===== src/rtl/bus_share_arbiter_pkg.sv =====
// Shared types and defaults for the bus share arbiter
// and its round-robin picker.
package bus_share_arbiter_pkg;

    typedef enum logic {
        IDLE  = 1'b0,
        GRANT = 1'b1
    } state_e;

    localparam int DEF_NREQ  = 4;
    localparam int DEF_WIDTH = 16;

    function automatic int cnt_width(input int max_beats);
        return (max_beats == 0) ? 1 : $clog2(max_beats + 1);
    endfunction

endpackage


===== src/rtl/bus_share_arbiter_rr_pick.sv =====
// Combinational round-robin picker: first set request
// at or above ptr, wrapping modulo NREQ.
module rr_pick
    import bus_share_arbiter_pkg::*;
#(
    parameter int NREQ = DEF_NREQ,
    parameter int IW   = $clog2(NREQ)
) (
    input  logic [NREQ-1:0] req,
    input  logic [IW-1:0]   ptr,
    output logic [NREQ-1:0] pick,
    output logic [IW-1:0]   idx,
    output logic            any
);

    int            j;
    logic [IW-1:0] jj;

    always_comb begin
        pick = '0;
        idx  = '0;
        any  = 1'b0;
        j    = 0;
        jj   = '0;
        for (int k = 0; k < NREQ; k++) begin
            j = int'(ptr) + k;
            if (j >= NREQ) begin
                j = j - NREQ;
            end
            jj = IW'(j);
            if (!any && req[jj]) begin
                any      = 1'b1;
                pick[jj] = 1'b1;
                idx      = jj;
            end
        end
    end

endmodule


===== src/rtl/bus_share_arbiter.sv =====
// Round-robin arbiter sharing one data bus among NREQ
// requesters, one VALID/READY burst per grant.
module bus_share_arbiter
    import bus_share_arbiter_pkg::*;
#(
    parameter int NREQ      = DEF_NREQ,
    parameter int WIDTH     = DEF_WIDTH,
    parameter int MAX_BEATS = 16
) (
    input  logic                  CLK,
    input  logic                  RST_N,
    input  logic [NREQ-1:0]       REQ,
    input  logic [NREQ-1:0]       VALID,
    input  logic [NREQ-1:0]       LAST,
    input  logic [NREQ*WIDTH-1:0] D,
    input  logic                  BUS_READY,
    output logic [NREQ-1:0]       GNT,
    output logic [NREQ-1:0]       READY,
    output logic [WIDTH-1:0]      BUS_D,
    output logic                  BUS_VALID,
    output logic                  BUS_LAST,
    output logic                  ABORT
);

    localparam int IW = $clog2(NREQ);
    localparam int CW = cnt_width(MAX_BEATS);
    localparam logic [CW-1:0] LIM =
        CW'((MAX_BEATS == 0) ? 0 : MAX_BEATS - 1);
    localparam logic [IW-1:0] TOP_IDX = IW'(NREQ - 1);

    state_e          state_q, state_d;
    logic [NREQ-1:0] gnt_q, gnt_d;
    logic [IW-1:0]   gidx_q, gidx_d;
    logic [IW-1:0]   ptr_q, ptr_d;
    logic [CW-1:0]   cnt_q, cnt_d;
    logic            abort_q, abort_d;

    logic [NREQ-1:0] pick;
    logic [IW-1:0]   pick_idx;
    logic            pick_any;
    logic            sel_valid, sel_last, sel_req;
    logic            lim_hit, beat;
    logic [IW-1:0]   ptr_nxt;
    logic [WIDTH-1:0] bus_d;

    rr_pick #(
        .NREQ (NREQ),
        .IW   (IW)
    ) u_pick (
        .req  (REQ),
        .ptr  (ptr_q),
        .pick (pick),
        .idx  (pick_idx),
        .any  (pick_any)
    );

    assign sel_valid = |(VALID & gnt_q);
    assign sel_last  = |(LAST & gnt_q);
    assign sel_req   = |(REQ & gnt_q);
    assign lim_hit   = (MAX_BEATS != 0) && (cnt_q == LIM);
    assign beat      = sel_valid & BUS_READY;
    assign ptr_nxt   = (gidx_q == TOP_IDX) ? '0 : gidx_q + 1'b1;

    // AND-OR select keeps unselected (possibly X) slices off the bus
    always_comb begin
        bus_d = '0;
        for (int i = 0; i < NREQ; i++) begin
            bus_d = bus_d | (D[i*WIDTH +: WIDTH] & {WIDTH{gnt_q[i]}});
        end
    end

    assign GNT       = gnt_q;
    assign READY     = gnt_q & {NREQ{BUS_READY}};
    assign BUS_D     = bus_d;
    assign BUS_VALID = sel_valid;
    assign BUS_LAST  = sel_valid & (sel_last | lim_hit);
    assign ABORT     = abort_q;

    always_comb begin
        state_d = state_q;
        gnt_d   = gnt_q;
        gidx_d  = gidx_q;
        ptr_d   = ptr_q;
        cnt_d   = cnt_q;
        abort_d = 1'b0;
        unique case (state_q)
            IDLE: begin
                if (pick_any) begin
                    state_d = GRANT;
                    gnt_d   = pick;
                    gidx_d  = pick_idx;
                    cnt_d   = '0;
                end
            end
            GRANT: begin
                if (beat && BUS_LAST) begin
                    state_d = IDLE;
                    gnt_d   = '0;
                    ptr_d   = ptr_nxt;
                    cnt_d   = '0;
                end else if (!sel_req) begin
                    state_d = IDLE;
                    gnt_d   = '0;
                    ptr_d   = ptr_nxt;
                    cnt_d   = '0;
                    abort_d = 1'b1;
                end else if (beat) begin
                    cnt_d = cnt_q + 1'b1;
                end
            end
            default: begin
                state_d = IDLE;
                gnt_d   = '0;
            end
        endcase
    end

    always_ff @(posedge CLK or negedge RST_N) begin
        if (!RST_N) begin
            state_q <= IDLE;
            gnt_q   <= '0;
            gidx_q  <= '0;
            ptr_q   <= '0;
            cnt_q   <= '0;
            abort_q <= 1'b0;
        end else begin
            state_q <= state_d;
            gnt_q   <= gnt_d;
            gidx_q  <= gidx_d;
            ptr_q   <= ptr_d;
            cnt_q   <= cnt_d;
            abort_q <= abort_d;
        end
    end

endmodule


===== config.mk =====
export PLATFORM = sky130hd
export DESIGN_NAME = bus_share_arbiter
export DESIGN_NICKNAME = d
export VERILOG_FILES = /design/src/rtl/bus_share_arbiter_pkg.sv /design/src/rtl/bus_share_arbiter_rr_pick.sv /design/src/rtl/bus_share_arbiter.sv
export SDC_FILE = /design/constraint.sdc
export NUM_CORES = 1
export LEC_CHECK = 0
export ABC_AREA = 1
export ABC_CLOCK_PERIOD_IN_PS = 1800
export BUFFER_PORTS_ARGS = -buffer_cell sky130_fd_sc_hd__buf_2
export CAP_MARGIN = 20
export CORE_MARGIN = 2
export CORE_UTILIZATION = 39
export DETAILED_ROUTE_END_ITERATION = 8
export PLACE_DENSITY = 0.77
export SYNTH_ARGS = -nofsm -noshare
export SYNTH_HDL_FRONTEND = slang
export SYNTH_SLANG_ARGS = --single-unit

===== constraint.sdc =====
create_clock -name CLK -period 1.8 [get_ports CLK]
set_input_delay 0 -clock CLK [delete_from_list [all_inputs] [get_ports CLK]]
set_output_delay 0 -clock CLK [all_outputs]
set_load 0.01 [all_outputs]

### Yosys cells after proc, flatten, opt, wreduce, memory -nomap -nowiden

Cells that the tools add are included.

* output and inout port bits: 27
* bits of input ports: 79
* logic and storage cells: 120
* register bits after elaboration: 15

* bitwise gates (word level): 18
* add/sub/neg operators: 9
* equal/unequal tests: 6
* muxes and demuxes: 51
* $lt $le $gt $ge: 12
* reduce and logical (&&, ||, !) cells: 18

Operators with widths (count)
* 16-bit AND: 4
* 16-bit bitwise OR: 3
* 4-bit two-way mux: 7
* 2-bit two-way mux: 11
* 5-bit two-way mux: 4
* 1-bit two-way mux: 18
* 4-bit AND: 4
* 2-bit by 3-bit less-than comparator with 1-bit output (second input constant): 4
* 4-bit bitwise OR: 3
* 4-bit OR reduction: 3
* 5-bit case mux with 2 select lines: 1
* 3-bit >= comparator (second input constant): 3
* 1-bit binary-select mux with 2-bit select: 4
* 1-bit demux with 2-bit select: 4
* 2-bit by 1-bit >= comparator with 1-bit output (second input constant): 4
* 1-bit logical AND: 8
* 4-bit case mux with 2 select lines: 1
* 2-bit AND reduction: 4
* 2-bit by 1-bit subtractor with 2-bit output (second input constant): 4
* 2-bit by 2-bit adder with 3-bit output (second input constant): 2
* 5-bit by 1-bit adder with 5-bit output (second input constant): 1
* 5-bit by 4-bit == test with 1-bit output (second input constant): 1
* 4-bit by 2-bit inequality test with 1-bit output (second input constant): 1
* 2-bit by 1-bit adder with 3-bit output (second input constant): 1
* other kinds (11): 14

### Logic depth before layout (Yosys ltp)

Gate-level depths: netlist of the first run.

* depth after elaboration: 16
* mapped depth: 12
* gate-level depth less buffers: 11

### Modules after synthesis

From an unflattened synthesis of the first run, not the netlist that was laid out.

* cells, all modules: 287
* area, all modules: 1826.8 µm²

By module, submodules not included
* bus_share_arbiter: area an instance 1386.3 µm², times used 1, cells each 213, seq. area each 375.4 µm²
* rr_pick: area an instance 440.4 µm², times used 1, cells each 74, seq. area each 0.0 µm²

### Worst setup path before layout of the first run

OpenSTA, ideal clock, no wires.

* path type: reg2reg
* start: reg cnt_q[0]
* end: reg ptr_q[1]
* clock period less this slack: 1.725 ns
* library setup time: 0.125 ns
* path slack: 0.075 ns
* stages on the path, launching flop included: 12
* data required time: 1.675 ns
* arrival: 1.600 ns
* path buffers: 0
* cells stage by stage: dfrtp_1 ha_1 and3_1 ha_1 a21oi_1 nand2_1 nand3_2 nand2_1 nand2_1 inv_1 nand2_1 o21ai_1

* longest elaborated chain between the ends: 6
* elaborated cells on any way between the ends: 7
* those cells by class: eq/ne: 2; mux: 1; bitwise: 2; reduce/logical: 2

Ends and longest elaborated chain
* start: declaration: line bus_share_arbiter.sv:35 `logic [CW-1:0] cnt_q, cnt_d;`
* start signal: assignment: line bus_share_arbiter.sv:131 `cnt_q <= cnt_d;`
* 5-bit by 4-bit == test with 1-bit output (*): line bus_share_arbiter.sv:60 `assign lim_hit = (MAX_BEATS != 0) && (cnt_q == LIM);`
* 1-bit bitwise OR (*): line bus_share_arbiter.sv:76 `assign BUS_LAST = sel_valid & (sel_last | lim_hit);`
* 1-bit AND (*): line bus_share_arbiter.sv:76
* 1-bit logical AND (*): line bus_share_arbiter.sv:96 `if (beat && BUS_LAST) begin`
* 2-bit by 1-bit inequality test with 1-bit output (no line)
* 2-bit AND reduction (no line)
* end signal: assignment: line bus_share_arbiter.sv:130 `ptr_q <= ptr_d;`
* end: declaration: line bus_share_arbiter.sv:34 `logic [IW-1:0] ptr_q, ptr_d;`

Mark *: on every way between the ends. The rest lies on a longest branch, timed or not.
A chain may end at the register's enable or synchronous reset.

### Final worst setup path of the first run

Same ends and word-level chain as after synthesis.

==> key figures, run 1 <==
Finish
  • Fin util: 0.598
  • Final instance area: between 2000 and 2500 um^2
  • Layout cell share with drive strength beyond 1: 0.392
  • Layout net count: slightly below 500
  • Post-route insts no fill: ~440
  • Synthesis-to-finish area growth: 43.8%
  • # diodes: 0

Timing
  • Period utilization: 0.941
  • Setup ws final: 106 ps
  • Final Critical Period: ~1700 ps
  • Final hold slack: roughly 150 ps
  • Final slew viol count: 0
  • Final setup viols: 0
  • Fmax: around 590 MHz
  • Hold Fails Final Rpt: 0
  • Worst slew pin tran: 339 ps
  • Total Neg Setup Slack: 0 ps
  • Worst slew margin: 0.774
  • Clk_skew: 4.05 ps

Worst setup path
  • Worst setup EP type: flip-flop
  • CP Data Arrival Time: about 1800 ps
  • Setup Crit Path Kind: flip-flop to flip-flop
  • Crit Reg-Reg Endpoint: ptr_q[1]
  • CP Launch Point: cnt_q[0]
  • CP Cell Sequence: ha_2, and3_1, ha_2, a21oi_2, nand2_2, nand3_4, nand2_2, nand2_4, inv_2, nand2_1, o21ai_1
  • Crit-path max cell delay: around 380 ps
  • Reg-to-reg setup timing slack: 110 ps
  • R2r startpoint: cnt_q[0]
  • WP data required: 1930 ps
  • Crit-path slowest cell: dfrtp_1
  • Startpoint Class: flip-flop
  • Crit Path Max Fanout: 5
  • Reg2reg path depth: 11

Pwr
  • VDD IR-drop max: approximately 0.0007 V
  • Leakage: about 1.4 nW
  • Total power: 3.49 mW
  • Power Density: between 1000 and 1500 nW/um^2

Global routing
  • Global route total overflow: 0
  • Vias in the first global route: between 1.5k and 2k
  • Largest net degree at the start of global routing: 18
  • All-layer global routing usage: 0.210
  • First-pass GRT wire length: a little under 9 mm
  • Initial antenna violation count: 0

Floorplanning
  • Top Ports: approximately 110
  • Die outline width: 70.0 um
  • Number of cell rows: 23
  • Die Span Y: 70.0 um
  • Core area: approximately 4000 um^2
  • Initial Util: 0.415
  • Die area: approximately 5000 um^2

Yosys
  • Post-synth EDFFs: 0
  • Cell area after synthesis: between 1500 and 2000 um^2
  • Syn Inst Count: 276
  • Seq cells post-synth: 15
  • Top-count cell post-synth: nand2_1
  • Main synth FF type: dfrtp_1
  • Yosys top cell area share: 0.290
  • Post-synthesis net count: between 300 and 400
  • Synth warn: 0
  • Synth top cells by count: nand2_1 (131), nand3_1 (27), nand4_1 (22)
  • Ys async rst share: 1.00
  • Seq/Total Area, Yosys: 0.221
  • Synth area leader: nand2_1
  • Library cells used by synthesis: 26
  • Area contributors post-synth: nand2_1 (29%), dfrtp_1 (22%), nand4_1 (8.1%), nand3_1 (8.0%), ha_1 (7.4%)
  • Synth Area per Inst: ~6.2 um^2

Hold path
  • Worst Hold Launch: REQ[1]
  • Hold Path Class: input port to flip-flop
  • Hold endpoint: ABORT
  • Hold Path Depth: 4

Drt
  • DR iter-0 viols: 83
  • Final WL: 5.42 mm
  • ANT nets after route: 0
  • Vias per cell: 5.01
  • Vias post-DR: 2220
  • Initial DRT Pass Iterations: 6
  • DRC: 0
  • Routed WL per cell: 12.2 um

Place
  • HPWL Detailed: 4.38 mm
  • Pre-CTS worst setup slack: -55.9 ps
  • GP Congestion: 0.906
  • DP Area: between 2000 and 2500 um^2
  • # port buffers: ~110
  • Placed Cells incl. Taps: 434

Clocking
  • Clk_lat worst skew: 250 ps
  • CTS Sinks: 15
  • Reg clk slew, reported paths: roughly 60 ps
  • CTS buffer count: 3
  • H-tree levels: 1
  • CTS tree: done
  • Root buf cell: clkbuf_8
  • Clk buf depth: 2

Status
  • Status: finished, final reports clean

Job
  • Max_cap viols: 0
==> cells in the final DEF (no fill, tap or decap), drive strengths merged <==
cell type / synthesis / routed
o21ai: 6 / 6
dlygate4sd3: 0 / 1
nand3: 29 / 29
a21boi: 4 / 4
nor2: 11 / 11
buf: 8 / 122
clkinv: 0 / 1
xnor2: 1 / 1
nand2: 138 / 138
ha: 10 / 10
nand4: 24 / 24
a21oi: 8 / 8
xor2: 1 / 1
and3: 1 / 1
clkbuf: 2 / 3
dfrtp: 15 / 15
inv: 18 / 18
==> state kept, by name, indices dropped and copies added, names as in the netlist <==
signal and cells:
gidx_q 2, ABORT 1, state_q 1, GNT 4, ptr_q 2, cnt_q 5
==> power breakdown <==
part,switching [mW],internal [mW]
Combinational,1.64,1.01
Clock,0.116,0.153
Sequential,0.121,0.447
==> worst max path at each step <==
stage | endpoint | slack (ps) | depth (start not counted)
after detailed placement | ptr_q[1] | -60 | 11
after global placement | ptr_q[0] | 30 | 11
after global routing | cnt_q[3] | -9 | 9
after CTS | ptr_q[1] | 30 | 11
final | ptr_q[1] | 110 | 11
after floorplan | ptr_q[1] | 70 | 11
==> cells by family after synthesis <==
logic type,Yosys count,synth area share
AOI/OAI and AO/OA,18,0.0656
xor gates and xnor gates,2,0.0103
adders and majority gates,10,0.0737
DFF,15,0.221
and+or+nand+nor,203,0.550
buffers and inverters,28,0.0796
==> repair_timing <==
action	CTS	global route
pin swaps	0	1
setup endpoints to repair	2	10
buffers inserted	1	3
resized for setup	3	10
hold endpoints to repair	15	0
hold buffers	1	0
==> worst max-delay path, delay by kind of cell, from the launching register on <==
kind | cells | cell delay [ps]
AOI/OAI and AO/OA | 2 | 200
DFF | 1 | 380
buffers and inverters | 1 | 50
and+or+nand+nor | 6 | 580
adders and majority gates | 2 | 370
==> layer usage <==
layer | GRT usage | routed length, um | vias up
met1 | 0.248 | 2170 | 991
met4 | 0.0192 | 42 | 0
met2 | 0.397 | 2770 | 85
li1 | - | - | 1140
met3 | 0.0491 | 437 | 4
met5 | 0 | 0 | -
==> final cells by class <==
cell class	count	area [um^2]
tap	50	62.6
multi-input combinational	233	1220
fill	403	1640
clock buffer	3	41.3
inverter	18	72.6
sequential	15	375
timing repair buffer	123	667
clock inverter	1	5.00
No activity file was read; power rests on OpenSTA's default activity.
==> run 2: changes to the inputs <==
--- a/config.mk
+++ b/config.mk
@@ -5,12 +5,11 @@
 export SDC_FILE = /design/constraint.sdc
 export NUM_CORES = 1
 export LEC_CHECK = 0
-export ABC_AREA = 1
 export ABC_CLOCK_PERIOD_IN_PS = 1800
 export BUFFER_PORTS_ARGS = -buffer_cell sky130_fd_sc_hd__buf_2
 export CAP_MARGIN = 20
 export CORE_MARGIN = 2
-export CORE_UTILIZATION = 39
+export CORE_UTILIZATION = 38
 export DETAILED_ROUTE_END_ITERATION = 8
 export PLACE_DENSITY = 0.77
 export SYNTH_ARGS = -nofsm -noshare
==> constraint.sdc (replaced) <==
create_clock -name CLK -period 1.8 [get_ports CLK]
set_input_delay 0.09 -clock CLK [delete_from_list [all_inputs] [get_ports CLK]]
set_output_delay 0.09 -clock CLK [all_outputs]
set_load 0.05 [all_outputs]
==> key figures, run 2 <==
Status
  • Status: finished, violations left
  • Failing checks: setup timing

Worst setup path
  • CP Data Arrival Time: 2380 ps (+560 ps)
  • R2r startpoint: ptr_q[0]
  • Startpoint Class: flip-flop
  • CP Launch Point: ptr_q[0]
  • Setup Crit Path Kind: flip-flop to flip-flop
  • WP data required: 1970 ps (+40 ps)
  • Reg2reg path depth: 7 (-4)
  • CP Cell Sequence: inv_4, ha_4, mux4_2, or4_4, o22ai_4, a21oi_2, mux2i_1
  • Crit Reg-Reg Endpoint: cnt_q[2]
  • Crit-path max cell delay: 500 ps (+120 ps)
  • Reg-to-reg setup timing slack: -410 ps (-520 ps)
  • Crit Path Max Fanout: 6 (+1)
  • Worst setup EP type: flip-flop
  • Crit-path slowest cell: mux4_2
  • Buffer and inverter count on the worst path: 1 (unchanged)
  • Delay-heaviest family, CP: multiplexers

Pwr
  • Total power: 4.71 mW (+35%)
  • VDD IR-drop max: 0.00108 V (+56%)
  • Power Density: 1860 nW/um^2 (+30%)
  • Leakage: 1.33 nW (-5.3%)

Job
  • Max_cap viols: 0 (unchanged)

Global routing
  • All-layer global routing usage: 0.216 (+0.00618)
  • Global route total overflow: 0 (unchanged)
  • Initial antenna violation count: 0 (unchanged)
  • First-pass GRT wire length: 7.78 mm (-11%)
  • Met3 Use GR: 0.0260 (-0.0231)
  • Vias in the first global route: 1757 (-11%)
  • Met1 usage: 0.271 (+0.0228)
  • GRT met2 Usage: 0.391 (-0.00620)
  • GRT busiest layer: met2
  • Largest net degree at the start of global routing: 16 (-2)

Drt
  • Routed WL per cell: 14.2 um (+16%)
  • Vias per cell: 5.40 (+7.8%)
  • Final WL: 5.35 mm (-1.3%)
  • ANT nets after route: 0 (unchanged)
  • DRC: 0 (unchanged)
  • Vias post-DR: 2032 (-8.5%)
  • DR iter-0 viols: 92 (+11%)
  • Initial DRT Pass Iterations: 4 (-2)

Finish
  • Max reg flops: 5 (unchanged)
  • Layout net count: 416 (-14%)
  • Multi-input logic area: 1140 um^2 (-6.4%)
  • Largest register by flop count: cnt_q
  • Most frequent cells in the layout: buf_2 (104), buf_4 (41), a22oi_1 (34)
  • # diodes: 0 (unchanged)
  • Layout cell share with drive strength beyond 1: 0.534 (+0.142)
  • Fill cells: 346 (-14%)
  • Synthesis-to-finish area growth: 59.7%
  • Most common cell after layout, fill and taps aside: buf_2
  • Final instance area: 2530 um^2 (+3.7%)
  • Reg area: 379 um^2 (+1.0%)

Timing
  • Hold Fails Final Rpt: 0 (unchanged)
  • Period utilization: 1.23 (+0.288)
  • Fmax: 452 MHz (-23%)
  • Setup ws final: -413 ps (-519 ps)
  • Final Critical Period: 2210 ps (+519 ps)
  • Worst slew margin: 0.757 (-0.0173)
  • Clk_skew: 4.27 ps (+0.218 ps)
  • Final setup viols: 15 (+15)
  • RSZ-0062 raised after global routing: true
  • Worst slew pin tran: 365 ps (+25.9 ps)
  • Total Neg Setup Slack: -4790 ps (-4790 ps)
  • Final slew viol count: 0 (unchanged)

Clocking
  • CTS buffer count: 3 (unchanged)
  • CTS tree: done
  • CTS Sinks: 15 (unchanged)
  • Reg clk slew, reported paths: 60 ps (about the same)
  • H-tree levels: 1 (unchanged)
  • Clk_lat worst skew: 250 ps (about the same)
  • Clk buf depth: 2 (unchanged)
  • Root buf cell: clkbuf_8

Floorplanning
  • Number of cell rows: 23 (unchanged)
  • Die area: 4700 um^2 (-3.9%)
  • Core area: 4000 um^2 (-2.1%)
  • Initial Util: 0.396 (-0.0192)
  • Die Span Y: 68.6 um (-2.0%)
  • Die outline width: 68.6 um (-2.0%)
  • Top Ports: 106 (unchanged)

Yosys
  • Ys async rst share: 1.00 (unchanged)
  • Area share of and/or/nand/nor cells after synthesis: 0.165 (-0.385)
  • Post-Synth XOR/XNOR Area: 0 (-0.0103)
  • Seq/Total Area, Yosys: 0.237 (+0.0157)
  • Area contributors post-synth: dfrtp_1 (24%), a22oi_1 (16%), ha_1 (7.9%), nand2_1 (6.9%), mux4_2 (4.3%)
  • Synth top cells by count: a22oi_1 (34), nand2_1 (29), dfrtp_1 (15)
  • Top-count cell post-synth: a22oi_1
  • Seq cells post-synth: 15 (unchanged)
  • Synth warn: 0 (unchanged)
  • Library cells used by synthesis: 42 (+62%)
  • Multiplexer area fraction after synthesis: 0.0860 (+0.0860)
  • Post-synthesis net count: 275 (-25%)
  • Main synth FF type: dfrtp_1
  • Cell area after synthesis: 1590 um^2 (-6.6%)
  • Largest family of logic cells by synthesized area: compound AO/OA/AOI/OAI gates
  • Synth area leader: dfrtp_1
  • Synth Area per Inst: 8.52 um^2 (+39%)
  • Yosys top cell area share: 0.237 (-0.0528)
  • Adder-cell share of the synthesized area: 0.0789 (+0.00523)
  • Complex-gate fraction of the synthesized area: 0.367 (+0.301)
  • Post-synth EDFFs: 0 (unchanged)
  • Syn Inst Count: 186 (-33%)

Hold path
  • Hold Path Class: input port to async pin

Place
  • GP Congestion: 0.834 (-7.9%)
  • HPWL Detailed: 4.29 mm (-2.0%)
  • # port buffers: 105 (unchanged)
  • DP Area: 2390 um^2 (+2.9%)
  • Pre-CTS worst setup slack: -426 ps (-370 ps)
run 2: changes by cell type in the layout (fill, tap and decap cells not counted), moves of 7 or more:
cell	before	now
nand4_1	22	0
inv_2	7	0
a22oi_1	0	34
buf_4	16	41
nand2_1	128	29
nand3_1	27	1
run 2: logic make-up (layout without fill, tap and decap cells):
logic type	Yosys count	in the layout
buffers and inverters	23	163
AND/OR/NAND/NOR	52	52
multiplexers	8	8
AO/OA/AOI/OAI	78	78
flip-flops	15	15
adder cells (fa/ha/maj)	10	10
run 2: layout make-up:
cell class                      instances  area share
Clock buffer                            4      0.0178
Inverter                               11      0.0173
Multi-Input combinational cell        148       0.451
Sequential cell                        15       0.150
Tap cell                               50      0.0247
Timing Repair Buffer                  148       0.340
run 2: how the worst max path moves through the flow:
stage	cells after the start	end	slack (ps)
4_1_cts	7	cnt_q[2]	-430
3_3_place_gp	7	GNT[2]	-350
2_1_floorplan	9	GNT[0]	-630
6_report	7	cnt_q[2]	-410
5_1_grt	6	cnt_q[2]	-500
3_5_place_dp	7	cnt_q[2]	-430
run 2: repair_timing:
action | in CTS | in global routing
resized for setup | 7 | 1
setup buffers | 6 | 2
endpoints found under the hold margin | 15 | 0
pin swaps | 4 | 1
hold buffers | 1 | 0
setup endpoints to repair | 15 | 15
run 2: worst register-to-register path, cell delays in order, from the launching register on:
cell and delay [ps]:
dfrtp_2 400, inv_4 50, ha_4 270, mux4_2 500, or4_4 480, o22ai_4 250
a21oi_2 50, mux2i_1 140
run 2: through the flow:
step           hold WS (ps)  utilization  cells
2_1_floorplan          -206            -    186
3_3_place_gp           19.7        0.597    363
5_1_grt                 319        0.633    376
6_report                290        0.633    376
4_1_cts                 282        0.628    374
3_5_place_dp           35.9        0.597    363
run 2: power by group:
part	leakage, nW	internal, mW	switching (mW)
Combinational	1.11	1.55	2.31
Clock	0.0228	0.157	0.119
Sequential	0.190	0.455	0.117
run 2: layer usage:
layer / wire, um / part of all wire
met5: 0 / 0
met1: 2200 / 0.41
met2: 2740 / 0.51
met3: 372 / 0.070
met4: 38 / 0.0071
